### src/rtl/alu_serial_rx.sv
// -----------------------------------------------------------------------------
// alu_serial_rx
//
// Serial-input deserializer feeding the ALU execute stage. The one-bit `sin`
// stream carries 11-bit frames (start=0, type, d[7]..d[0] MSB first, stop=1).
// Eight DATA frames followed by one CMD frame form a transaction. The result
// is presented as parallel operands with a valid/ready handshake.
//
// Parameters
//   IDLE_BITS  consecutive high samples needed after a stop-bit error
//              before start-bit detection re-arms (>= 1)
//
// Ports
//   clk        clock, all sampling on the rising edge
//   rst        asynchronous active-high reset
//   sin        serial input, idle high, one bit per clock
//   out_ready  consumer accepts the transaction when high with out_valid
//   out_valid  transaction available, held until accepted
//   A          operand A (data bytes 5..8)
//   B          operand B (data bytes 1..4)
//   ctl        data byte of the CMD frame
//   err_data   qualified by out_valid: DATA frame count was not 8
//   err_frame  one-cycle pulse on a stop-bit error
//   overrun    one-cycle pulse when a completed transaction is dropped
// -----------------------------------------------------------------------------
module alu_serial_rx #(
   parameter int IDLE_BITS = 1
) (
   input  logic        clk,
   input  logic        rst,
   input  logic        sin,
   input  logic        out_ready,
   output logic        out_valid,
   output logic [31:0] A,
   output logic [31:0] B,
   output logic [7:0]  ctl,
   output logic        err_data,
   output logic        err_frame,
   output logic        overrun
);

   localparam int IW = (IDLE_BITS > 1) ? $clog2(IDLE_BITS + 1) : 1;

   typedef enum logic [2:0] {
      S_IDLE   = 3'd0,
      S_TYPE   = 3'd1,
      S_DATA   = 3'd2,
      S_STOP   = 3'd3,
      S_RESYNC = 3'd4
   } state_t;

   state_t        state_q, state_d;

   logic [2:0]    bit_cnt_q;
   logic          is_cmd_q;
   logic [7:0]    byte_q;
   logic [63:0]   shift_q;
   logic [3:0]    byte_cnt_q;
   logic [IW-1:0] idle_cnt_q;

   logic          out_valid_q;
   logic [31:0]   a_q;
   logic [31:0]   b_q;
   logic [7:0]    ctl_q;
   logic          err_data_q;
   logic          err_frame_q;
   logic          overrun_q;

   // Strobes decoded from the FSM for the datapath
   logic          commit_data;
   logic          commit_cmd;
   logic          frame_bad;
   logic          hold_blocked;

   // ---------------------------------------------------------------- state reg
   always_ff @(posedge clk or posedge rst) begin
      if (rst) begin
         state_q <= S_IDLE;
      end else begin
         state_q <= state_d;
      end
   end

   // --------------------------------------------------------------- next state
   always_comb begin
      state_d = state_q;
      case (state_q)
         S_IDLE:   if (!sin) state_d = S_TYPE;
         S_TYPE:   state_d = S_DATA;
         S_DATA:   if (bit_cnt_q == 3'd7) state_d = S_STOP;
         S_STOP:   state_d = sin ? S_IDLE : S_RESYNC;
         S_RESYNC: if (sin && (idle_cnt_q == IW'(IDLE_BITS - 1))) state_d = S_IDLE;
         default:  state_d = S_IDLE;
      endcase
   end

   // ----------------------------------------------------------------- outputs
   always_comb begin
      commit_data = 1'b0;
      commit_cmd  = 1'b0;
      frame_bad   = 1'b0;
      if (state_q == S_STOP) begin
         commit_data = sin && !is_cmd_q;
         commit_cmd  = sin &&  is_cmd_q;
         frame_bad   = !sin;
      end
   end

   // A held result that is not being accepted on this edge cannot be replaced.
   assign hold_blocked = out_valid_q && !out_ready;

   // ------------------------------------------------------------ frame capture
   always_ff @(posedge clk or posedge rst) begin
      if (rst) begin
         bit_cnt_q  <= '0;
         is_cmd_q   <= 1'b0;
         byte_q     <= '0;
         idle_cnt_q <= '0;
      end else begin
         // Counter wraps 7 -> 0 on the last data bit, so it is ready for the
         // next frame without an explicit clear.
         bit_cnt_q <= (state_q == S_DATA) ? bit_cnt_q + 3'd1 : 3'd0;

         if (state_q == S_TYPE) begin
            is_cmd_q <= sin;
         end

         if (state_q == S_DATA) begin
            byte_q <= {byte_q[6:0], sin};
         end

         // Any low sample in RESYNC restarts the run of high samples.
         if (state_q == S_RESYNC && sin) begin
            idle_cnt_q <= idle_cnt_q + 1'b1;
         end else begin
            idle_cnt_q <= '0;
         end
      end
   end

   // ----------------------------------------------------- transaction assembly
   always_ff @(posedge clk or posedge rst) begin
      if (rst) begin
         shift_q    <= '0;
         byte_cnt_q <= '0;
      end else if (commit_data) begin
         shift_q    <= {shift_q[55:0], byte_q};
         byte_cnt_q <= (byte_cnt_q == 4'd9) ? 4'd9 : byte_cnt_q + 4'd1;
      end else if (commit_cmd || frame_bad) begin
         // Operand state is cleared even when the result itself is dropped.
         shift_q    <= '0;
         byte_cnt_q <= '0;
      end
   end

   // ------------------------------------------------------ result + handshake
   always_ff @(posedge clk or posedge rst) begin
      if (rst) begin
         out_valid_q <= 1'b0;
         a_q         <= '0;
         b_q         <= '0;
         ctl_q       <= '0;
         err_data_q  <= 1'b0;
         err_frame_q <= 1'b0;
         overrun_q   <= 1'b0;
      end else begin
         err_frame_q <= frame_bad;
         overrun_q   <= commit_cmd && hold_blocked;

         if (commit_cmd && !hold_blocked) begin
            // Covers the simultaneous accept-and-load case: valid stays high.
            out_valid_q <= 1'b1;
            ctl_q       <= byte_q;
            if (byte_cnt_q == 4'd8) begin
               b_q        <= shift_q[63:32];
               a_q        <= shift_q[31:0];
               err_data_q <= 1'b0;
            end else begin
               b_q        <= '0;
               a_q        <= '0;
               err_data_q <= 1'b1;
            end
         end else if (out_valid_q && out_ready) begin
            out_valid_q <= 1'b0;
         end
      end
   end

   assign out_valid = out_valid_q;
   assign A         = a_q;
   assign B         = b_q;
   assign ctl       = ctl_q;
   assign err_data  = err_data_q;
   assign err_frame = err_frame_q;
   assign overrun   = overrun_q;

endmodule

### config.mk
export PLATFORM = sky130hd
export DESIGN_NAME = alu_serial_rx
export DESIGN_NICKNAME = d
export VERILOG_FILES = /design/src/rtl/alu_serial_rx.sv
export SDC_FILE = /design/constraint.sdc
export NUM_CORES = 1
export LEC_CHECK = 0
export BUFFER_PORTS_ARGS = -buffer_cell sky130_fd_sc_hd__buf_4
export CAP_MARGIN = 20
export CORE_MARGIN = 4
export CORE_UTILIZATION = 43
export DETAILED_ROUTE_END_ITERATION = 8
export GPL_TIMING_DRIVEN = 0
export PLACE_DENSITY = 0.68
export SLEW_MARGIN = 30
export SYNTH_ARGS = -nofsm -noshare
export SYNTH_HDL_FRONTEND = slang
export SYNTH_SLANG_ARGS = --single-unit
export TNS_END_PERCENT = 10
### constraint.sdc
create_clock -name clk -period 8.9 [get_ports clk]
set_input_delay 0 -clock clk [delete_from_list [all_inputs] [get_ports clk]]
set_output_delay 0 -clock clk [all_outputs]
set_load 0.02 [all_outputs]
==> flow_summary.ini, run 1 <==
[route]
wirelength_mm = 13.1
post_drt_via_cell_ratio = 5.09
vias = 4127
wl_met2_mm = 6.12
antenna_violating_nets_post_route = 0
drc = 0
route.layer.met1.wl_mm = 6.05
top_layer_used = met4
initialDrtViolationCount = 236
number_of_iterations_in_the_first_detailed_routing_pass = 6
drt-wirelength-per-cell_um = 16.1
met3_length_um = 728

[synthesis]
synth_net_count = 519
synth_compound_gate_area_share_pct = 9.75
synth_fa_ha_area_share_pct = 0.391
synth_top_family_by_area = multiplexers
syn_avg_cell_area_um2 = 12.5
synth_ff_type = sky130_fd_sc_hd__dfrtp_1
synth_cell_type_count = 31
synth_xor_xnor_area_share_pct = 0.137
post_synth_and_or_nand_nor_area_fraction_pct = 6.80
synth.mux.area_fraction_pct = 13.4
syn_area_um2 = 6400
synth_edf_count = 0
synthCells = 513
yosysWarnings = 0
ys_seq_area_share_pct = 62.5
synth_seq_cells = 160
async_reset_ff_share_pct = 100

[global_route]
grt_overflow_total = 0
grt_pass1_wl_mm = 21.9
grt_util_all_layers_pct = 16.7
grt_start_max_net_pins = 84
grt_pass1_vias = 4194
grt_antenna_before_repair = 0

[place]
dpl.hpwl_mm = 8.95
portBuffers = 79
placement.setup.worst_slack_ps = 7100
routabilityCongestion = 0.782

[timing]
hold_viol = 0
max_slew_margin_pct = 62.1
clock_skew_ps = 6.47
fin_crit_ps = 1810
post-route-period-util_pct = 20.3
setup_violations = 0
timing.setup.tns_ps = 0
final_critical_path_setup_slack_ps = 7090
maxClockFrequency_mhz = 554
worst_slew_pin_slew_ps = 568
grt_setup_unrepaired = false
final-max-slew-violation-count = 0

[job]
maximum_capacitance_violations = 0

[setup_path]
timing.reg2reg.setup_slack_ps = 7090
cp_max_delay_cell = sky130_fd_sc_hd__dfrtp_1
cp-end-kind = register
timing.critical_path.cells = nand3b_1 > nor2_1 > buf_2 > buf_4 > a22o_1
critical_path_class = reg2reg
critical_path_maximum_fanout = 10
crit_required_ps = 9260
max_stage_delay_ps = 440
arrival_ps = 2160
worst_setup_path_start_kind = register

[clock_network]
clk_transition_reported_paths_ps = 60
htree_num_levels = 4
clk_buf_depth = 2
cts.repair_timing.setup_buffer_count = 0
clock_root_buffer = sky130_fd_sc_hd__clkbuf_16
numClockSinks = 160
cts_tree = built
tritoncts.num_buffers = 17
clock_insertion_delay_at_the_later_pin_of_the_skew_report_ps = 420

[status]
run_status = finished clean

[final_layout]
flow.area_growth_from_synthesis_pct = 24.1
design.final.nets = 620
drive_gt1_share_pct = 25.0
layout.cells.most_common_list = 160 x sky130_fd_sc_hd__dfrtp_1, 90 x sky130_fd_sc_hd__buf_4, 66 x sky130_fd_sc_hd__nand2_1, 66 x sky130_fd_sc_hd__a22o_1
layout.cells.most_common = sky130_fd_sc_hd__dfrtp_1
antennaDiodeCount = 0

[power_and_ir_drop]
worst_ir_drop_vdd_mv = 0.211
powerDensity_nw_per_um2 = 366
leakage_nw = 3.79
design_power_total_mw = 2.91

[floorplanning]
fp-row-count = 44
floorplan_die_area_um2 = 16900
die_h_um = 130
top_level_ports = 80
floorplan.initialDensity_pct = 44.0
die_width_um = 130
design.core.area_um2 = 14500

[hold_path]
hp-class = in2reg
[report_power, final]
group	total (mW)	leakage (nW)	internal (mW)	switching (mW)
combinational	0.974	1.40	0.418	0.556
sequential	1.12	2.07	0.959	0.164
clock	0.809	0.322	0.526	0.283
total	2.91	3.79	1.90	1.00
[metrics by stage]
step | cell area [um2] | instances | hold WS [ps] | utilization (%)
after floorplan | 6400 | 513 | 204 | -
after global placement | 7220 | 776 | 319 | 49.7
after detailed placement | 7260 | 777 | 133 | 49.9
after CTS | 7940 | 811 | 18.6 | 54.7
after global routing | 7940 | 811 | 36.9 | 54.7
final | 7940 | 811 | 41.5 | 54.7
[synthesized netlist by cell type (2+ instances only)]
cell                         n  area, um2
sky130_fd_sc_hd__buf_2      12       60.1
sky130_fd_sc_hd__nor3b_1     3       22.5
sky130_fd_sc_hd__buf_6       2       22.5
sky130_fd_sc_hd__mux2_2     12        135
sky130_fd_sc_hd__nor2b_1     3       18.8
sky130_fd_sc_hd__nand3_1     2       10.0
sky130_fd_sc_hd__a22o_1     66        578
sky130_fd_sc_hd__inv_1      66        248
sky130_fd_sc_hd__clkbuf_1    8       30.0
sky130_fd_sc_hd__o21ai_0     4       20.0
sky130_fd_sc_hd__nand3b_1    2       15.0
sky130_fd_sc_hd__dfrtp_1   160       4000
sky130_fd_sc_hd__and2_1      3       18.8
sky130_fd_sc_hd__mux2i_1    65        651
sky130_fd_sc_hd__mux2_4      5       75.1
sky130_fd_sc_hd__nand2_1    66        248
sky130_fd_sc_hd__nor2_1      6       22.5
sky130_fd_sc_hd__and3b_1     2       17.5
sky130_fd_sc_hd__buf_4      11       82.6
sky130_fd_sc_hd__nand2b_1    3       18.8
sky130_fd_sc_hd__ha_1        2       25.0
[cell type report]
cell class | instances | area (um2)
timing repair buffer | 82 | 641
clock buffer | 22 | 484
tap | 184 | 230
multi-input combinational | 254 | 1950
buffer | 33 | 195
sequential | 160 | 4000
inverter | 66 | 255
fill | 1240 | 6590
clock inverter | 10 | 180
[sequential cells by signal (all words and copies together) (netlist names)]
register	flops
shift_q	64
overrun	1
is_cmd_q	1
A	32
err_frame	1
idle_cnt_q	1
bit_cnt_q	3
B	32
state_q	3
byte_q	8
ctl	8
err_data	1
byte_cnt_q	4
out_valid	1
[worst max-delay path, delay by kind of cell (launching register included)]
kind	cells	cell delay, ps
flops	1	440
compound gates	1	150
simple gates	2	640
buf+inv	2	510
[cells by family after synthesis]
| group | count (synthesis) |
|---|---|
| AO/OA/AOI/OAI | 74 |
| XOR/XNOR | 1 |
| adder cells (fa/ha/maj) | 2 |
| buffers and inverters | 99 |
| flip-flops | 160 |
| multiplexers | 82 |
| AND/OR/NAND/NOR | 95 |
[per-layer routing]
layer | vias to the layer above | GRT usage (%)
met3 | 16 | 4.75
li1 | 1932 | -
met4 | 0 | 5.68
met5 | - | 0
met2 | 101 | 25.5
met1 | 2078 | 23.2
[path summary, 6_finish.rpt]
path	from	to	cells after the start
max	state_q[2]$_DFFE_PP0P_	shift_q[2]$_DFFE_PP0P_	5
min	sin	byte_cnt_q[3]$_DFFE_PP0P_	4
max reg2reg	state_q[2]$_DFFE_PP0P_	shift_q[2]$_DFFE_PP0P_	5
min reg2reg	bit_cnt_q[0]$_DFF_PP0_	bit_cnt_q[0]$_DFF_PP0_	1
max in group asynchronous	rst	shift_q[5]$_DFFE_PP0P_	4
min in group asynchronous	rst	B[20]$_DFFE_PP0P_	3
[what timing repair did]
action                    4_1_cts  5_1_grt
hold endpoints to repair       84        0
hold buffers                    2        0
gates resized for setup         0        0
(Power assumes the default switching activity.)
==> inputs of run 2 (changes only) <==
--- a/config.mk
+++ b/config.mk
@@ -5,13 +5,14 @@
 export SDC_FILE = /design/constraint.sdc
 export NUM_CORES = 1
 export LEC_CHECK = 0
+export ABC_AREA = 1
 export BUFFER_PORTS_ARGS = -buffer_cell sky130_fd_sc_hd__buf_4
 export CAP_MARGIN = 20
 export CORE_MARGIN = 4
 export CORE_UTILIZATION = 43
 export DETAILED_ROUTE_END_ITERATION = 8
 export GPL_TIMING_DRIVEN = 0
-export PLACE_DENSITY = 0.68
+export PLACE_DENSITY = 0.71
 export SLEW_MARGIN = 30
 export SYNTH_ARGS = -nofsm -noshare
 export SYNTH_HDL_FRONTEND = slang
==> constraint.sdc (replaced) <==
create_clock -name clk -period 1.5 [get_ports clk]
set_input_delay 0 -clock clk [delete_from_list [all_inputs] [get_ports clk]]
set_output_delay 0 -clock clk [all_outputs]
set_load 0.02 [all_outputs]
==> run 2 against run 1 <==
Effect of this change: final cell count increased by 16%; combinational power grew to 4.4 times the previous value; cell area fell by 1.1%; wire length up 16%; clock skew grew 3.8 ps; flip-flop and latch count is the same; global-route usage up 3.0 points; core utilization grew 1.3 points; register-to-register slack worse by 7000 ps.
==> flow_summary.ini, run 2 <==
[setup_path]
r2r-start = state_q[2]$_DFFE_PP0P_
crit_required_ps = 1800
critical_path_maximum_fanout = 10
arrival_ps = 1750
timing.reg2reg.setup_slack_ps = 50
reg2regPathDepth = 5
cp-end-kind = register
worst_setup_path_start_kind = register
reg2reg_capture_point = shift_q[57]$_DFFE_PP0P_
critical_path_class = reg2reg

[synthesis]
synth_net_count = 646
syn_area_um2 = 6250
synthMostInstantiatedCell = sky130_fd_sc_hd__dfrtp_1
netlist_top_cells_area = sky130_fd_sc_hd__dfrtp_1 64%, sky130_fd_sc_hd__nand2_1 6.9%, sky130_fd_sc_hd__o22ai_1 5.8%, sky130_fd_sc_hd__o21ai_1 5.8%, sky130_fd_sc_hd__nand3_1 5.7%
syn_avg_cell_area_um2 = 9.76
yosys.area.top_type = sky130_fd_sc_hd__dfrtp_1
synth_edf_count = 0
ys_seq_area_share_pct = 64.1
synthCells = 640
synth_seq_cells = 160
yosysWarnings = 0
yosys.area.top_type_share_pct = 64.1
synth_ff_type = sky130_fd_sc_hd__dfrtp_1
synth_cell_type_count = 17
async_reset_ff_share_pct = 100
yosys-top-cells-count = 160 x sky130_fd_sc_hd__dfrtp_1, 115 x sky130_fd_sc_hd__nand2_1, 77 x sky130_fd_sc_hd__inv_1

[global_route]
grt_util_all_layers_pct = 19.7
grt_antenna_before_repair = 0
grt_pass1_wl_mm = 25.2
grt_pass1_vias = 5009
grt_start_max_net_pins = 33
grt_overflow_total = 0

[final_layout]
flow.area_growth_from_synthesis_pct = 25.7
postLayoutCoreUtil_pct = 55.9
antennaDiodeCount = 0
final_cell_count_no_fill = 941
register_name_with_the_most_flops = shift_q
layout.cells.most_common = sky130_fd_sc_hd__dfrtp_1
layout.cells.most_common_list = 160 x sky130_fd_sc_hd__dfrtp_1, 115 x sky130_fd_sc_hd__nand2_1, 92 x sky130_fd_sc_hd__buf_4, 76 x sky130_fd_sc_hd__inv_1, 72 x sky130_fd_sc_hd__o21ai_1
drive_gt1_share_pct = 21.8
fill_cells = 1220
flip_flop_count_of_the_largest_register_after_layout = 64
design.final.nets = 754

[clock_network]
clock_root_buffer = sky130_fd_sc_hd__clkbuf_16
clk_transition_reported_paths_ps = 60
clock_insertion_delay_at_the_later_pin_of_the_skew_report_ps = 430
htree_num_levels = 4
tritoncts.num_buffers = 17
numClockSinks = 160
clk_buf_depth = 2
cts_tree = built

[floorplanning]
top_level_ports = 80
die_width_um = 129
fp-row-count = 43
design.core.area_um2 = 14000
die_h_um = 129
floorplan.initialDensity_pct = 44.5
floorplan_die_area_um2 = 16500

[job]
maximum_capacitance_violations = 0

[power_and_ir_drop]
powerDensity_nw_per_um2 = 1830
leakage_nw = 3.65
worst_ir_drop_vdd_mv = 0.955

[route]
wirelength_mm = 15.2
drt-wirelength-per-cell_um = 16.1
number_of_iterations_in_the_first_detailed_routing_pass = 5
initialDrtViolationCount = 405
vias = 4854
antenna_violating_nets_post_route = 0
post_drt_via_cell_ratio = 5.16
drc = 0

[timing]
final-max-slew-violation-count = 0
fin_crit_ps = 1450
worst_slew_pin_slew_ps = 471
grt_setup_unrepaired = true
clock_skew_ps = 10.2
setup_violations = 0
post-route-period-util_pct = 96.8
timing.setup.tns_ps = 0
maxClockFrequency_mhz = 689
hold_viol = 0
max_slew_margin_pct = 68.5

[place]
routabilityCongestion = 0.863
dpl.hpwl_mm = 11.3
portBuffers = 79
numPlacedInstances = 904

[hold_path]
hp-class = in2async

[status]
run_status = finished clean
==> run 2: worst max-delay path by stage <==
stage,start,end,slack [ps],cells past startpoint
final,state_q[2]$_DFFE_PP0P_,shift_q[57]$_DFFE_PP0P_,50,5
after global routing,state_q[2]$_DFFE_PP0P_,shift_q[57]$_DFFE_PP0P_,-110,5
after CTS,state_q[0]$_DFFE_PP0P_,A[19]$_DFFE_PP0P_,-6,7
after detailed placement,byte_cnt_q[1]$_DFFE_PP0P_,A[11]$_DFFE_PP0P_,-100,6
after global placement,rst,B[30]$_DFFE_PP0P_,-1360,2
after floorplan,rst,A[0]$_DFFE_PP0P_,-530,1
==> run 2: critical path, cell delays in order, from the launching register on <==
cell and delay, ps:
sky130_fd_sc_hd__dfrtp_1 440, sky130_fd_sc_hd__inv_1 130, sky130_fd_sc_hd__nand3_1 280, sky130_fd_sc_hd__buf_2 310
sky130_fd_sc_hd__nand2_1 80, sky130_fd_sc_hd__o21ai_0 80
==> run 2: area by class of cell <==
type                            instances  area, um2  share of cell area [%]
Tap cell                              180        225                    2.87
Inverter                               77        293                    3.73
Clock inverter                         14        106                    1.35
Clock buffer                           18        439                    5.59
Buffer                                 47        298                    3.79
Multi-Input combinational cell        355       1740                    22.1
Timing Repair Buffer                   90        753                    9.59
Sequential cell                       160       4000                    51.0
==> run 2: power breakdown <==
group          leakage (nW)  switching (mW)  internal (mW)
logic                  1.19            2.71           1.55
clock network         0.260            1.79           2.17
registers              2.19           0.726           5.45
==> run 2: per-layer routing <==
metal	wire length [um]	share of wire [%]	vias up	GRT usage [%]
li1	-	-	2351	-
met3	797	5.3	18	6.02
met1	6510	43	2358	25.7
met2	7640	50	127	32.2
met4	234	1.5	0	5.62
met5	0	0	-	0
==> run 2: what timing repair did <==
| item | CTS | global route |
|---|---|---|
| endpoints found under the setup margin | 76 | 131 |
| gates resized for setup | 8 | 30 |
| buffers inserted | 1 | 2 |
| hold buffers | 3 | 0 |
| endpoints found under the hold margin | 74 | 0 |
| gates cloned | 0 | 0 |
| pin swaps | 0 | 2 |
==> run 2: logic make-up after synthesis <==
group / share of synthesized area [%]
AOI/OAI and AO/OA: 12.9
xor gates and xnor gates: 0.140
adders and majority gates: 0.400
buffers and inverters: 8.27
DFF: 64.1
and+or+nand+nor: 14.2
==> run 2: metrics by stage <==
step           total power, mW  cell area [um2]  hold WS [ps]  worst slack, ps
2_1_floorplan             8.79             6250          66.4             -529
3_3_place_gp              10.1             7070           213            -1360
3_5_place_dp              10.3             7180          54.0             -102
4_1_cts                   14.4             7780           146            -5.79
5_1_grt                   15.3             7860           193             -112
6_report                  14.4             7860           148             48.4
==> inputs of run 3 (changes only) <==
--- a/config.mk
+++ b/config.mk
@@ -9,10 +9,10 @@
 export BUFFER_PORTS_ARGS = -buffer_cell sky130_fd_sc_hd__buf_4
 export CAP_MARGIN = 20
 export CORE_MARGIN = 4
-export CORE_UTILIZATION = 43
+export CORE_UTILIZATION = 25
 export DETAILED_ROUTE_END_ITERATION = 8
 export GPL_TIMING_DRIVEN = 0
-export PLACE_DENSITY = 0.71
+export PLACE_DENSITY = 0.48
 export SLEW_MARGIN = 30
 export SYNTH_ARGS = -nofsm -noshare
 export SYNTH_HDL_FRONTEND = slang
==> run 3 against run 2 <==
Effect of this change: maximum frequency increased by 1.3%; sequential power barely moved; critical path depth is 1 higher; combinational power increased by 2%; clock power is 5.0% higher; first-iteration DRC count is 27% lower; die area increased by 67%; cell area rose by 2.7%; wire length is 13% higher; largest power group unchanged.
==> flow_summary.ini, run 3 (synthesis results as in run 2) <==
[status]
run_status = finished clean

[final_layout]
fill_cells = 2555
layout.cells.most_common_list = 160 x sky130_fd_sc_hd__dfrtp_1, 115 x sky130_fd_sc_hd__nand2_1, 94 x sky130_fd_sc_hd__buf_4, 76 x sky130_fd_sc_hd__inv_1, 72 x sky130_fd_sc_hd__o21ai_1
register_name_with_the_most_flops = shift_q
postLayoutCoreUtil_pct = 33.0
antennaDiodeCount = 0
drive_gt1_share_pct = 21.8
flip_flop_count_of_the_largest_register_after_layout = 64
flow.area_growth_from_synthesis_pct = 29.1
design.final.nets = 755
final_cell_count_no_fill = 1085
layout.cells.most_common = sky130_fd_sc_hd__dfrtp_1

[floorplanning]
fp-row-count = 57
floorplan_die_area_um2 = 27600
die_width_um = 166
top_level_ports = 80
floorplan.initialDensity_pct = 25.5
die_h_um = 166
design.core.area_um2 = 24500

[timing]
clock_skew_ps = 14.4
grt_setup_unrepaired = true
post-route-period-util_pct = 95.5
final-max-slew-violation-count = 0
worst_slew_pin_slew_ps = 446
setup_violations = 0
max_slew_margin_pct = 70.3
fin_crit_ps = 1430
maxClockFrequency_mhz = 698
hold_viol = 0
worst_hold_slack_ps = 122

[global_route]
grt_overflow_total = 0
grt_pass1_wl_mm = 27.6
grt_antenna_before_repair = 0
grt_util_all_layers_pct = 12.7
grt_pass1_vias = 4901
grt_start_max_net_pins = 30

[setup_path]
r2r-start = state_q[1]$_DFFE_PP0P_
cp_max_delay_cell = sky130_fd_sc_hd__dfrtp_1
worst_setup_path_start_kind = register
arrival_ps = 1750
critical_path_class = reg2reg
reg2regPathDepth = 6
reg2reg_capture_point = shift_q[2]$_DFFE_PP0P_
crit_required_ps = 1820
cp-end-kind = register
critical_path_maximum_fanout = 10
timing.critical_path.cells = nand2_1 > nor2_4 > nand2_1 > buf_2 > buf_2 > o22ai_1
max_stage_delay_ps = 410
timing.reg2reg.setup_slack_ps = 70

[clock_network]
clk_transition_reported_paths_ps = 70
tritoncts.num_buffers = 17
clock_insertion_delay_at_the_later_pin_of_the_skew_report_ps = 440
htree_num_levels = 4
numClockSinks = 160
clock_root_buffer = sky130_fd_sc_hd__clkbuf_16
clk_buf_depth = 2
cts_tree = built

[route]
post_drt_via_cell_ratio = 4.39
drt-wirelength-per-cell_um = 15.8
vias = 4765
number_of_iterations_in_the_first_detailed_routing_pass = 4
initialDrtViolationCount = 294
drc = 0
antenna_violating_nets_post_route = 0
wirelength_mm = 17.1

[place]
routabilityCongestion = 0.767
portBuffers = 79
numPlacedInstances = 1049
dpl.hpwl_mm = 12.6

[hold_path]
hp-class = in2async

[power_and_ir_drop]
worst_ir_drop_vdd_mv = 0.839
leakage_nw = 3.67
powerDensity_nw_per_um2 = 1810

[job]
maximum_capacitance_violations = 0
==> run 3: cell types whose count changed in the layout (fill, tap and decap cells not counted), sizes merged <==
| cell | before | now |
|---|---|---|
| bufinv | 0 | 1 |
| clkbuf | 35 | 31 |
| clkinv | 5 | 7 |
| buf | 117 | 125 |
| inv | 81 | 77 |
| clkinvlp | 5 | 2 |
==> run 3: where the power goes <==
part / switching (mW) / internal [mW]
clock network: 1.78 / 2.39
registers: 0.692 / 5.45
logic: 2.78 / 1.55
==> run 3: per-layer routing <==
layer  track usage, %  up-vias  routed length (um)
met3             3.12       22                 541
met4             4.20        0                 265
met1             17.6     2331                8550
met2             19.7       70                7790
li1                 -     2342                   -
met5                0        -                   0
==> run 3: critical path: cells and delay by family (launching register included) <==
family                 cells  cell delay, ps
AOI/OAI and AO/OA          1             100
and+or+nand+nor            3             270
buffers and inverters      2             530
DFF                        1             410
==> run 3: worst max path at each step <==
stage	from	endpoint	slack [ps]	cells past startpoint
2_1_floorplan	rst	A[0]$_DFFE_PP0P_	-530	1
3_3_place_gp	rst	B[21]$_DFFE_PP0P_	-1720	2
3_5_place_dp	byte_cnt_q[1]$_DFFE_PP0P_	A[7]$_DFFE_PP0P_	-180	6
4_1_cts	state_q[1]$_DFFE_PP0P_	A[7]$_DFFE_PP0P_	10	7
5_1_grt	state_q[1]$_DFFE_PP0P_	A[7]$_DFFE_PP0P_	-30	7
6_report	state_q[1]$_DFFE_PP0P_	shift_q[2]$_DFFE_PP0P_	70	6
==> run 3: layout make-up <==
cell class              instances  area, um2  area share, %
flip-flops and latches        160       4000           49.6
multi-input cells             355       1740           21.6
repair buffers                 93        796           9.86
clock buffers                  21        470           5.83
well taps                     324        405           5.02
inverters                      77        293           3.63
plain buffers                  45        273           3.38
clock inverters                10       85.1           1.05
==> run 3: stage by stage <==
| stage | worst slack (ps) | power (mW) | TNS [ps] | area, um2 |
|---|---|---|---|---|
| after CTS | 12.2 | 14.7 | 0 | 8030 |
| after global placement | -1720 | 10.3 | -276520 | 7250 |
| after floorplan | -529 | 8.79 | -84610 | 6250 |
| after detailed placement | -179 | 10.4 | -4690 | 7380 |
| final | 66.9 | 14.6 | 0 | 8070 |
| after global routing | -31.0 | 15.6 | -397 | 8070 |
==> run 3: timing repair <==
action,4_1_cts,5_1_grt
resized for setup,16,12
endpoints found under the hold margin,70,0
pin swaps,1,1
buffers inserted,2,3
endpoints found under the setup margin,92,121
hold buffers,3,0
